File: src/rtl/result_collector_pkg.sv
// Shared constants, FSM encoding and slice-insertion helper for the
// part-serial result collector.
package result_collector_pkg;

   localparam int PART_W = 6;
   localparam int NPARTS = 3;
   localparam int NRES   = 9;
   localparam int RES_W  = PART_W * NPARTS;

   // Last legal part index and last legal result index of a frame.
   localparam logic [1:0] LAST_PART = 2'(NPARTS - 1);
   localparam logic [3:0] LAST_RES  = 4'(NRES - 1);

   typedef enum logic [1:0] {
      IDLE    = 2'd0,
      COLLECT = 2'd1,
      DRAIN   = 2'd2,
      DONE    = 2'd3
   } state_t;

   // Return word with the slice at position idx replaced (part 0 = LSBs).
   function automatic logic [RES_W-1:0] insert_slice(
      input logic [RES_W-1:0]  word,
      input logic [1:0]        idx,
      input logic [PART_W-1:0] slice
   );
      logic [RES_W-1:0] w;
      w = word;
      case (idx)
         2'd0:    w[PART_W-1:0]          = slice;
         2'd1:    w[2*PART_W-1:PART_W]   = slice;
         2'd2:    w[3*PART_W-1:2*PART_W] = slice;
         default: w = word;
      endcase
      return w;
   endfunction

endpackage

File: src/rtl/result_collector_if.sv
// Beat input, result output and status signals of the result collector.
// master = controller/consumer side, slave = the collector itself.
interface result_collector_if;
   import result_collector_pkg::*;

   logic              start;
   logic              part_valid;
   logic [4:0]        res_idx;
   logic [1:0]        part_idx;
   logic [PART_W-1:0] part_data;
   logic              res_valid;
   logic              res_ready;
   logic [RES_W-1:0]  res_data;
   logic [3:0]        res_addr;
   logic              busy;
   logic              frame_done;
   logic              err;

   modport slave (
      input  start, part_valid, res_idx, part_idx, part_data, res_ready,
      output res_valid, res_data, res_addr, busy, frame_done, err
   );

   modport master (
      output start, part_valid, res_idx, part_idx, part_data, res_ready,
      input  res_valid, res_data, res_addr, busy, frame_done, err
   );

endinterface

File: src/rtl/result_collector_buf.sv
// NRES x RES_W result register file: one synchronous write port, one
// asynchronous read port. Contents are not reset; every entry is written
// during collection before the drain phase reads it.
module result_buf
   import result_collector_pkg::*;
(
   input  logic             clk,
   input  logic             we,
   input  logic [3:0]       waddr,
   input  logic [RES_W-1:0] wdata,
   input  logic [3:0]       raddr,
   output logic [RES_W-1:0] rdata
);

   logic [RES_W-1:0] mem_r [NRES];

   // Store a completed result; addresses beyond the last entry are ignored.
   always_ff @(posedge clk) begin
      if (we && (waddr <= LAST_RES)) begin
         mem_r[waddr] <= wdata;
      end
   end

   // Out-of-range read addresses (pointer parked past the end) return zero.
   always_comb begin
      rdata = {RES_W{1'b0}};
      if (raddr <= LAST_RES) begin
         rdata = mem_r[raddr];
      end else begin
         rdata = {RES_W{1'b0}};
      end
   end

endmodule

File: src/rtl/result_collector.sv
// Result collector: checks the controller's beat order, reassembles each
// result from its part slices into a buffer, then drains the buffer in
// index order over a valid/ready interface.
module result_collector
   import result_collector_pkg::*;
(
   input  logic               clk,
   input  logic               rst,
   result_collector_if.slave  bus
);

   state_t           state_r;
   state_t           state_next_s;
   logic [3:0]       exp_res_r;
   logic [1:0]       exp_part_r;
   logic [3:0]       rd_ptr_r;
   logic [RES_W-1:0] asm_r;
   logic             err_r;

   logic             beat_match_s;
   logic             beat_accept_s;
   logic             word_done_s;
   logic             frame_open_s;
   logic             xfer_s;
   logic             err_set_s;
   logic [RES_W-1:0] asm_next_s;
   logic [RES_W-1:0] rd_data_s;

   // Assembly word with the current beat's slice merged in; also the data
   // written to the buffer on the edge that completes a result.
   assign asm_next_s   = insert_slice(asm_r, exp_part_r, bus.part_data);
   assign beat_match_s = (bus.res_idx == {1'b0, exp_res_r}) &&
                         (bus.part_idx == exp_part_r);

   // FSM state register.
   always_ff @(posedge clk or posedge rst) begin
      if (rst) begin
         state_r <= IDLE;
      end else begin
         state_r <= state_next_s;
      end
   end

   // Next-state decode and per-cycle control strobes.
   always_comb begin
      state_next_s  = state_r;
      beat_accept_s = 1'b0;
      word_done_s   = 1'b0;
      frame_open_s  = 1'b0;
      xfer_s        = 1'b0;
      err_set_s     = 1'b0;
      case (state_r)
         IDLE: begin
            // Stray beats before a frame opens are simply ignored.
            if (bus.start) begin
               frame_open_s = 1'b1;
               state_next_s = COLLECT;
            end else begin
               state_next_s = IDLE;
            end
         end
         COLLECT: begin
            if (bus.part_valid) begin
               if (beat_match_s) begin
                  beat_accept_s = 1'b1;
                  if (exp_part_r == LAST_PART) begin
                     word_done_s = 1'b1;
                     if (exp_res_r == LAST_RES) begin
                        state_next_s = DRAIN;
                     end else begin
                        state_next_s = COLLECT;
                     end
                  end else begin
                     state_next_s = COLLECT;
                  end
               end else begin
                  // Out-of-order beat: drop it, flag the frame, keep going.
                  err_set_s    = 1'b1;
                  state_next_s = COLLECT;
               end
            end else begin
               state_next_s = COLLECT;
            end
         end
         DRAIN: begin
            // Any beat here is an overrun of the controller.
            err_set_s = bus.part_valid;
            if (bus.res_ready) begin
               xfer_s = 1'b1;
               if (rd_ptr_r == LAST_RES) begin
                  state_next_s = DONE;
               end else begin
                  state_next_s = DRAIN;
               end
            end else begin
               state_next_s = DRAIN;
            end
         end
         DONE: begin
            err_set_s    = bus.part_valid;
            state_next_s = IDLE;
         end
         default: begin
            state_next_s = IDLE;
         end
      endcase
   end

   // Expected result/part counters tracking the controller's fixed order.
   always_ff @(posedge clk or posedge rst) begin
      if (rst) begin
         exp_res_r  <= 4'd0;
         exp_part_r <= 2'd0;
      end else if (frame_open_s) begin
         exp_res_r  <= 4'd0;
         exp_part_r <= 2'd0;
      end else if (beat_accept_s) begin
         if (word_done_s) begin
            exp_part_r <= 2'd0;
            exp_res_r  <= exp_res_r + 4'd1;
         end else begin
            exp_part_r <= exp_part_r + 2'd1;
         end
      end else begin
         exp_res_r  <= exp_res_r;
         exp_part_r <= exp_part_r;
      end
   end

   // Assembly register accumulates the slices of the result in progress.
   always_ff @(posedge clk or posedge rst) begin
      if (rst) begin
         asm_r <= {RES_W{1'b0}};
      end else if (beat_accept_s) begin
         asm_r <= asm_next_s;
      end else begin
         asm_r <= asm_r;
      end
   end

   // Drain read pointer; parks past the end in DONE and wraps on exit.
   always_ff @(posedge clk or posedge rst) begin
      if (rst) begin
         rd_ptr_r <= 4'd0;
      end else if (frame_open_s || (state_r == DONE)) begin
         rd_ptr_r <= 4'd0;
      end else if (xfer_s) begin
         rd_ptr_r <= rd_ptr_r + 4'd1;
      end else begin
         rd_ptr_r <= rd_ptr_r;
      end
   end

   // Sticky protocol error, cleared only when a new frame opens.
   always_ff @(posedge clk or posedge rst) begin
      if (rst) begin
         err_r <= 1'b0;
      end else if (frame_open_s) begin
         err_r <= 1'b0;
      end else if (err_set_s) begin
         err_r <= 1'b1;
      end else begin
         err_r <= err_r;
      end
   end

   result_buf u_buf (
      .clk   (clk),
      .we    (word_done_s),
      .waddr (exp_res_r),
      .wdata (asm_next_s),
      .raddr (rd_ptr_r),
      .rdata (rd_data_s)
   );

   // Outputs decode directly from registered state and pointer.
   assign bus.res_valid  = (state_r == DRAIN);
   assign bus.res_data   = (state_r == DRAIN) ? rd_data_s : {RES_W{1'b0}};
   assign bus.res_addr   = (state_r == DRAIN) ? rd_ptr_r  : 4'd0;
   assign bus.busy       = (state_r != IDLE);
   assign bus.frame_done = (state_r == DONE);
   assign bus.err        = err_r;

endmodule

File: src/flat_wrapper.sv
// flat-port wrapper written by rule: the top's interface ports become plain ports
module result_collector_flat import result_collector_pkg::*;
  (clk, rst, bus_start, bus_part_valid, bus_res_idx, bus_part_idx, bus_part_data, bus_res_ready, bus_res_valid, bus_res_data, bus_res_addr, bus_busy, bus_frame_done, bus_err);
  result_collector_if bus_i ();
  input  logic clk;
  input  logic rst;
  input wire logic [$bits(bus_i.start)-1:0] bus_start;
  input wire logic [$bits(bus_i.part_valid)-1:0] bus_part_valid;
  input wire logic [$bits(bus_i.res_idx)-1:0] bus_res_idx;
  input wire logic [$bits(bus_i.part_idx)-1:0] bus_part_idx;
  input wire logic [$bits(bus_i.part_data)-1:0] bus_part_data;
  input wire logic [$bits(bus_i.res_ready)-1:0] bus_res_ready;
  output wire logic [$bits(bus_i.res_valid)-1:0] bus_res_valid;
  output wire logic [$bits(bus_i.res_data)-1:0] bus_res_data;
  output wire logic [$bits(bus_i.res_addr)-1:0] bus_res_addr;
  output wire logic [$bits(bus_i.busy)-1:0] bus_busy;
  output wire logic [$bits(bus_i.frame_done)-1:0] bus_frame_done;
  output wire logic [$bits(bus_i.err)-1:0] bus_err;
  assign bus_i.start = bus_start;
  assign bus_i.part_valid = bus_part_valid;
  assign bus_i.res_idx = bus_res_idx;
  assign bus_i.part_idx = bus_part_idx;
  assign bus_i.part_data = bus_part_data;
  assign bus_i.res_ready = bus_res_ready;
  assign bus_res_valid = bus_i.res_valid;
  assign bus_res_data = bus_i.res_data;
  assign bus_res_addr = bus_i.res_addr;
  assign bus_busy = bus_i.busy;
  assign bus_frame_done = bus_i.frame_done;
  assign bus_err = bus_i.err;
  result_collector u_core (.clk(clk), .rst(rst), .bus(bus_i));
endmodule
File: config.mk
export PLATFORM = sky130hd
export DESIGN_NAME = result_collector_flat
export DESIGN_NICKNAME = d
export VERILOG_FILES = /design/src/rtl/result_collector_pkg.sv /design/src/rtl/result_collector_if.sv /design/src/rtl/result_collector_buf.sv /design/src/rtl/result_collector.sv /design/src/flat_wrapper.sv
export SDC_FILE = /design/constraint.sdc
export NUM_CORES = 1
export LEC_CHECK = 0
export CORE_MARGIN = 3
export CORE_UTILIZATION = 30
export CTS_BUF_LIST = sky130_fd_sc_hd__clkbuf_4 sky130_fd_sc_hd__clkbuf_8 sky130_fd_sc_hd__clkbuf_16
export CTS_CLUSTER_DIAMETER = 80
export DETAILED_ROUTE_END_ITERATION = 10
export PLACE_DENSITY = 0.44
export SKIP_LAST_GASP = 1
export SYNTH_ARGS = -nofsm -noshare
export SYNTH_HDL_FRONTEND = slang
export SYNTH_SLANG_ARGS = --single-unit
export TNS_END_PERCENT = 10
File: constraint.sdc
create_clock -name clk -period 3 [get_ports clk]
set_input_delay 0.3 -clock clk [delete_from_list [all_inputs] [get_ports clk]]
set_output_delay 0.3 -clock clk [all_outputs]
set_load 0.05 [all_outputs]
==> Word-level counts from Yosys, hierarchy flattened <==
Memories as Yosys holds them, arrays and structs flattened.
Index checks and enable logic that the tools add are counted.
{ "word_totals": {"in_bits": 18, "mem_count": 1, "regBits": 31, "mem_bits_rw": 162} }
{ "op_classes": {"magnitude_cmp": 2, "reduce_logical": 12, "n_mux": 40, "eq_ne": 9, "n_addsub": 3} }
{ "memory_table": {"columns": ["memory", "depth", "width", "read_ports", "rd_clocked_by_memory_dff", "write_ports", "line", "source"], "rows": [
  ["u_core.u_buf.mem_r", 9, 18, 1, 0, 1, "result_collector_buf.sv:15", "logic [RES_W-1:0] mem_r [NRES];"]
]} }
{ "op_table": {"columns": ["operator", "count"], "rows": [
  ["two-way mux 18 bit", 2],
  ["two-way mux 4 bit", 6],
  ["two-way mux 1 bit", 20],
  ["two-way mux 6 bit", 3],
  ["two-way mux 2 bit", 7],
  ["nonzero test 2 bit", 5],
  ["adder 4 x 1 -> 4 bit, second input constant", 2],
  ["== test 4 bit, second input constant", 2],
  ["<= comparator 4 bit, second input constant", 2],
  ["one-hot mux 2 bit (4 select lines)", 1],
  ["== test 2 bit, second input constant", 3],
  ["== test 5 x 4 -> 1 bit", 1],
  ["== test 2 x 1 -> 1 bit, second input constant", 2],
  ["zero test 2 bit", 2],
  ["adder 2 x 1 -> 2 bit, second input constant", 1],
  ["== test 2 bit", 1],
  ["logical AND 1 bit", 2],
  ["one-hot mux 1 bit (2 select lines)", 1],
  ["AND reduction 2 bit", 1],
  ["OR reduction 2 bit", 1],
  ["logical OR 1 bit", 1]
]} }

==> Longest topological paths before layout <==
Gate-level depths: netlist (run 1).
{ "depth": {"word_depth": 8, "ltp_mapped": 8, "depth_no_buf": 6} }

==> Hierarchy <==
Synthesis (run 1) repeated with hierarchy kept, for this count alone.
{ "unflattened": {"cells_unflattened": 523, "area_unflattened_um2": 8370.5} }
{ "by_module_without_submodules": {"columns": ["mod", "instances", "cells_each", "area_per_inst_um2", "seq_area_each_um2"], "rows": [
  ["result_buf", 1, 345, 6383.6, 4864.7],
  ["result_collector", 1, 178, 1986.9, 775.7]
]} }

==> Worst setup path after synthesis (run 1) <==
No wires, ideal clock.
{ "synth_path": {"kind": "flip-flop to output port", "startpoint": "register u_core.state_r[0]", "endpoint": "output port bus_res_data[10]", "stages_incl_launch_ff": 5, "required_ns": 2.700, "path_slack_ns": -0.387, "arrival_ns": 3.087, "cell_sequence": "dfrtp_1 -> nor2b_1 -> o21ai_1 -> clkbuf_1 -> a211oi_1"} }
{ "synth_via": {"elab_chain_len": 2} }
{ "synth_rtl": {"columns": ["element", "line", "source"], "rows": [
  ["start, declared", "result_collector.sv:12", "state_t state_r;"],
  ["start signal, assigned", "result_collector.sv:40", "state_r <= state_next_s;"],
  ["== test 2 bit", null, null],
  ["via bus_res_valid", "flat_wrapper.sv:13", "output wire logic [$bits(bus_i.res_valid)-1:0] bus_res_valid;"],
  ["two-way mux 18 bit", "result_collector.sv:178", "assign bus.res_data = (state_r == DRAIN) ? rd_data_s : {RES_W{1'b0}};"],
  ["end, declared", "flat_wrapper.sv:14", "output wire logic [$bits(bus_i.res_data)-1:0] bus_res_data;"]
]} }
The timed path passes the listed nets, and every way through them passes these cells.

==> flow_summary.json, run 1 <==
{
  "synth_xor_area_share_pct": 1.208,
  "die_area_um2": 28940,
  "outcome": "completed",
  "fmax_mhz": 359.3,
  "power.total_mw": 5.601,
  "grt_pass1_wl_um": 28320,
  "netlist-cell-type-count": 39,
  "viasPerCell": 4.764,
  "row_count": 59,
  "slowest_delay_ps": 810,
  "cts_made_buffers": 17,
  "p_leak_nw": 3.093,
  "numPortBuffers": 43,
  "cts_sinks": 193,
  "final_layout_size_suffix_gt1_share_pct": 26.35,
  "cts_resized": 0,
  "slew_headroom_pct": 60.32,
  "grt_util_met1_pct": 20.28,
  "cp_num_buf_inv": 2,
  "routed_wl_um": 18240,
  "syn_avg_cell_area_um2": 17.88,
  "synth_mux_area_share_pct": 17.78,
  "antenna_found_initial": 0,
  "crit_required_ps": 2700,
  "dp_hpwl_um": 12300,
  "synth-edff-count": 162,
  "synth_compound_area_share_pct": 2.911,
  "clkLatencyLatePin_ps": 430,
  "drc": 0,
  "synth_area_um2": 8080,
  "yosys.area_share.adder_pct": 1.394,
  "synth-seq-cells": 193,
  "grt_pass1_vias": 4386,
  "fin_cells": 855,
  "cts_setup_buffers": 0,
  "report.final.slew_viol_count": 0,
  "fp.coreArea_um2": 26280,
  "synth_top_family_by_area": "multiplexers",
  "drt_first_pass_iters": 6,
  "area_delta_synth_final_pct": 18.13,
  "final_common_cell": "edfxtp_1",
  "ys_warn_count": 0,
  "antenna_left": 0,
  "synth.net_count": 479,
  "finClkSkew_ps": 14.54,
  "crit_path_max_fanout": 8,
  "fp.dieH_um": 170.1,
  "crit_type": "reg2out",
  "finalWeightedCongestion": 0.7502,
  "arrival_ps": 2480,
  "hold_buffers": 0,
  "post-place-cells": 823,
  "vias": 4073,
  "min_period_over_period_pct": 92.77,
  "dr.first_iter.drc_count": 344,
  "cts-root-buf": "clkbuf_16",
  "grt_use_met3_pct": 2.718,
  "layout_common_cells": "edfxtp_1, mux4_2, buf_4",
  "gr-usage-all-layers_pct": 13.43,
  "timing.final.hold_violations": 0,
  "htree_num_levels": 4,
  "grt_start_max_net_pins": 41,
  "r2r-start": "u_core.exp_res_r[3]$_DFFE_PP0P_",
  "period_minus_slack_ps": 2783,
  "synthSimpleGateAreaFrac_pct": 5.002,
  "tightest_slew_ps": 595.1,
  "start_util_pct": 30.75,
  "crit_chain": "nor2b_1, inv_1, nor2_1, clkdlybuf4s50_1",
  "path_clk_slew_ps": 80,
  "powerDensity_nw_per_um2": 586.7,
  "fin_hold_ws_ps": 246.8,
  "synthCells": 452,
  "hp-class": "in2async",
  "met2_usage_pct": 19.89,
  "pin_count": 44,
  "drv_cap": 0,
  "vdd_ir_drop_max_mv": 0.3110,
  "synth.yosys.seq_area_share_pct": 69.80,
  "rsz0062_at_grt": "no",
  "overflow": 0,
  "critPathTopFamily": "buffers and inverters",
  "synth-main-ff-cell": "edfxtp_1",
  "die_w_um": 170.1,
  "fin_nets": 534,
  "cpMaxStageDelayCell": "clkdlybuf4s50_1",
  "cp-start-kind": "flip-flop",
  "cts_tree": "yes",
  "diodes": 0,
  "grt_busiest_layer": "met1",
  "critical_path.endpoint_type": "output pin",
  "wl_per_cell_um": 21.33,
  "async_flop_share_pct": 16.06,
  "setup_viol": 0,
  "cts_buffer_depth": 2
}
[registers in the layout, summed over array words and instances, names as in the netlist, named ones only]
signal              flops
u_core.asm_r           18
u_core.bus.err          1
u_core.exp_part_r       2
u_core.exp_res_r        4
u_core.rd_ptr_r         4
u_core.state_r          1
u_core.u_buf.mem_r    162
[logic make-up (layout without fill, tap and decap cells)]
| logic type | after synthesis | after routing |
|---|---|---|
| buffers and inverters | 35 | 103 |
| DFF | 193 | 193 |
| and+or+nand+nor | 77 | 77 |
| muxes | 94 | 94 |
| AOI/OAI and AO/OA | 35 | 35 |
| xor gates and xnor gates | 9 | 9 |
| adders and majority gates | 9 | 9 |
[synth_stat cells (2+ instances only)]
cell type | n | share of area [%]
xnor2_1 | 5 | 0.54
nand2_1 | 15 | 0.70
xor2_1 | 3 | 0.33
buf_2 | 6 | 0.37
inv_1 | 11 | 0.51
nor3_1 | 10 | 0.62
mux2i_1 | 22 | 2.7
nand2b_1 | 8 | 0.62
edfxtp_1 | 162 | 60
nand4_1 | 6 | 0.46
dfrtp_1 | 31 | 9.6
nor2_1 | 24 | 1.1
nor2b_1 | 2 | 0.15
buf_6 | 2 | 0.28
o21ai_0 | 8 | 0.50
mux2_2 | 18 | 2.5
and2_1 | 3 | 0.23
a211oi_1 | 18 | 1.7
ha_1 | 9 | 1.4
mux2_1 | 18 | 2.5
clkbuf_1 | 13 | 0.60
a21oi_1 | 4 | 0.25
mux4_2 | 36 | 10
buf_1 | 3 | 0.14
[worst paths after layout]
path                                                       to  slack (ps)  cells after the start
min                              u_core.asm_r[14]$_DFFE_PP0P_         250                      3
max reg2reg                u_core.u_buf.mem_r[5][0]$_DFFE_PP_         640                      6
max                                           bus_res_addr[3]         220                      4
max in group asynchronous      u_core.rd_ptr_r[0]$_DFFE_PP0P_        2390                      3
min reg2reg                       u_core.asm_r[8]$_DFFE_PP0P_         490                      1
min in group clk                  u_core.asm_r[8]$_DFFE_PP0P_         490                      1
[final cells by class]
class | instances | area [µm²]
Multi-Input combinational cell | 224 | 2331
Tap cell | 335 | 419.2
Inverter | 11 | 41.29
Timing Repair Buffer | 60 | 523.0
Clock buffer | 21 | 503.0
Clock inverter | 11 | 86.33
Fill cell | 2484 | 16730
Sequential cell | 193 | 5642
[worst register-to-register path: stages, from the launching register on]
cell	delay, ps
dfrtp_1	500
xor2_4	210
nor4_4	370
nand3_1	120
buf_4	290
nor3_2	220
buf_4	310
[power breakdown]
| part | total (mW) | switching [mW] | internal [mW] |
|---|---|---|---|
| clock | 2.24 | 1.01 | 1.23 |
| sequential | 2.95 | 0.0164 | 2.94 |
| combinational | 0.408 | 0.233 | 0.175 |
[layer usage]
metal	up-vias	routed length (µm)
met4	0	130
li1	1886	-
met2	71	8300
met5	-	0
met1	2105	9284
met3	11	526
[per-stage QoR]
stage               util [%]  area (µm²)  TNS, ps  setup slack (ps)
floorplan                  -        8080   -30350            -386.7
global placement       34.08        8956        0             306.8
detailed placement     34.08        8956        0             291.8
CTS                    36.32        9545        0             146.8
global route           36.32        9545        0             20.16
finish                 36.32        9545        0             217.0
Note: power is estimated with default switching activity, not from simulation.
==> run 2: changes to the inputs <==
--- a/config.mk
+++ b/config.mk
@@ -5,6 +5,7 @@
 export SDC_FILE = /design/constraint.sdc
 export NUM_CORES = 1
 export LEC_CHECK = 0
+export ABC_CLOCK_PERIOD_IN_PS = 3000
 export CORE_MARGIN = 3
 export CORE_UTILIZATION = 30
 export CTS_BUF_LIST = sky130_fd_sc_hd__clkbuf_4 sky130_fd_sc_hd__clkbuf_8 sky130_fd_sc_hd__clkbuf_16
==> results of run 2 <==
Same layout as run 1: the final DEF is identical, and so are final timing and power.
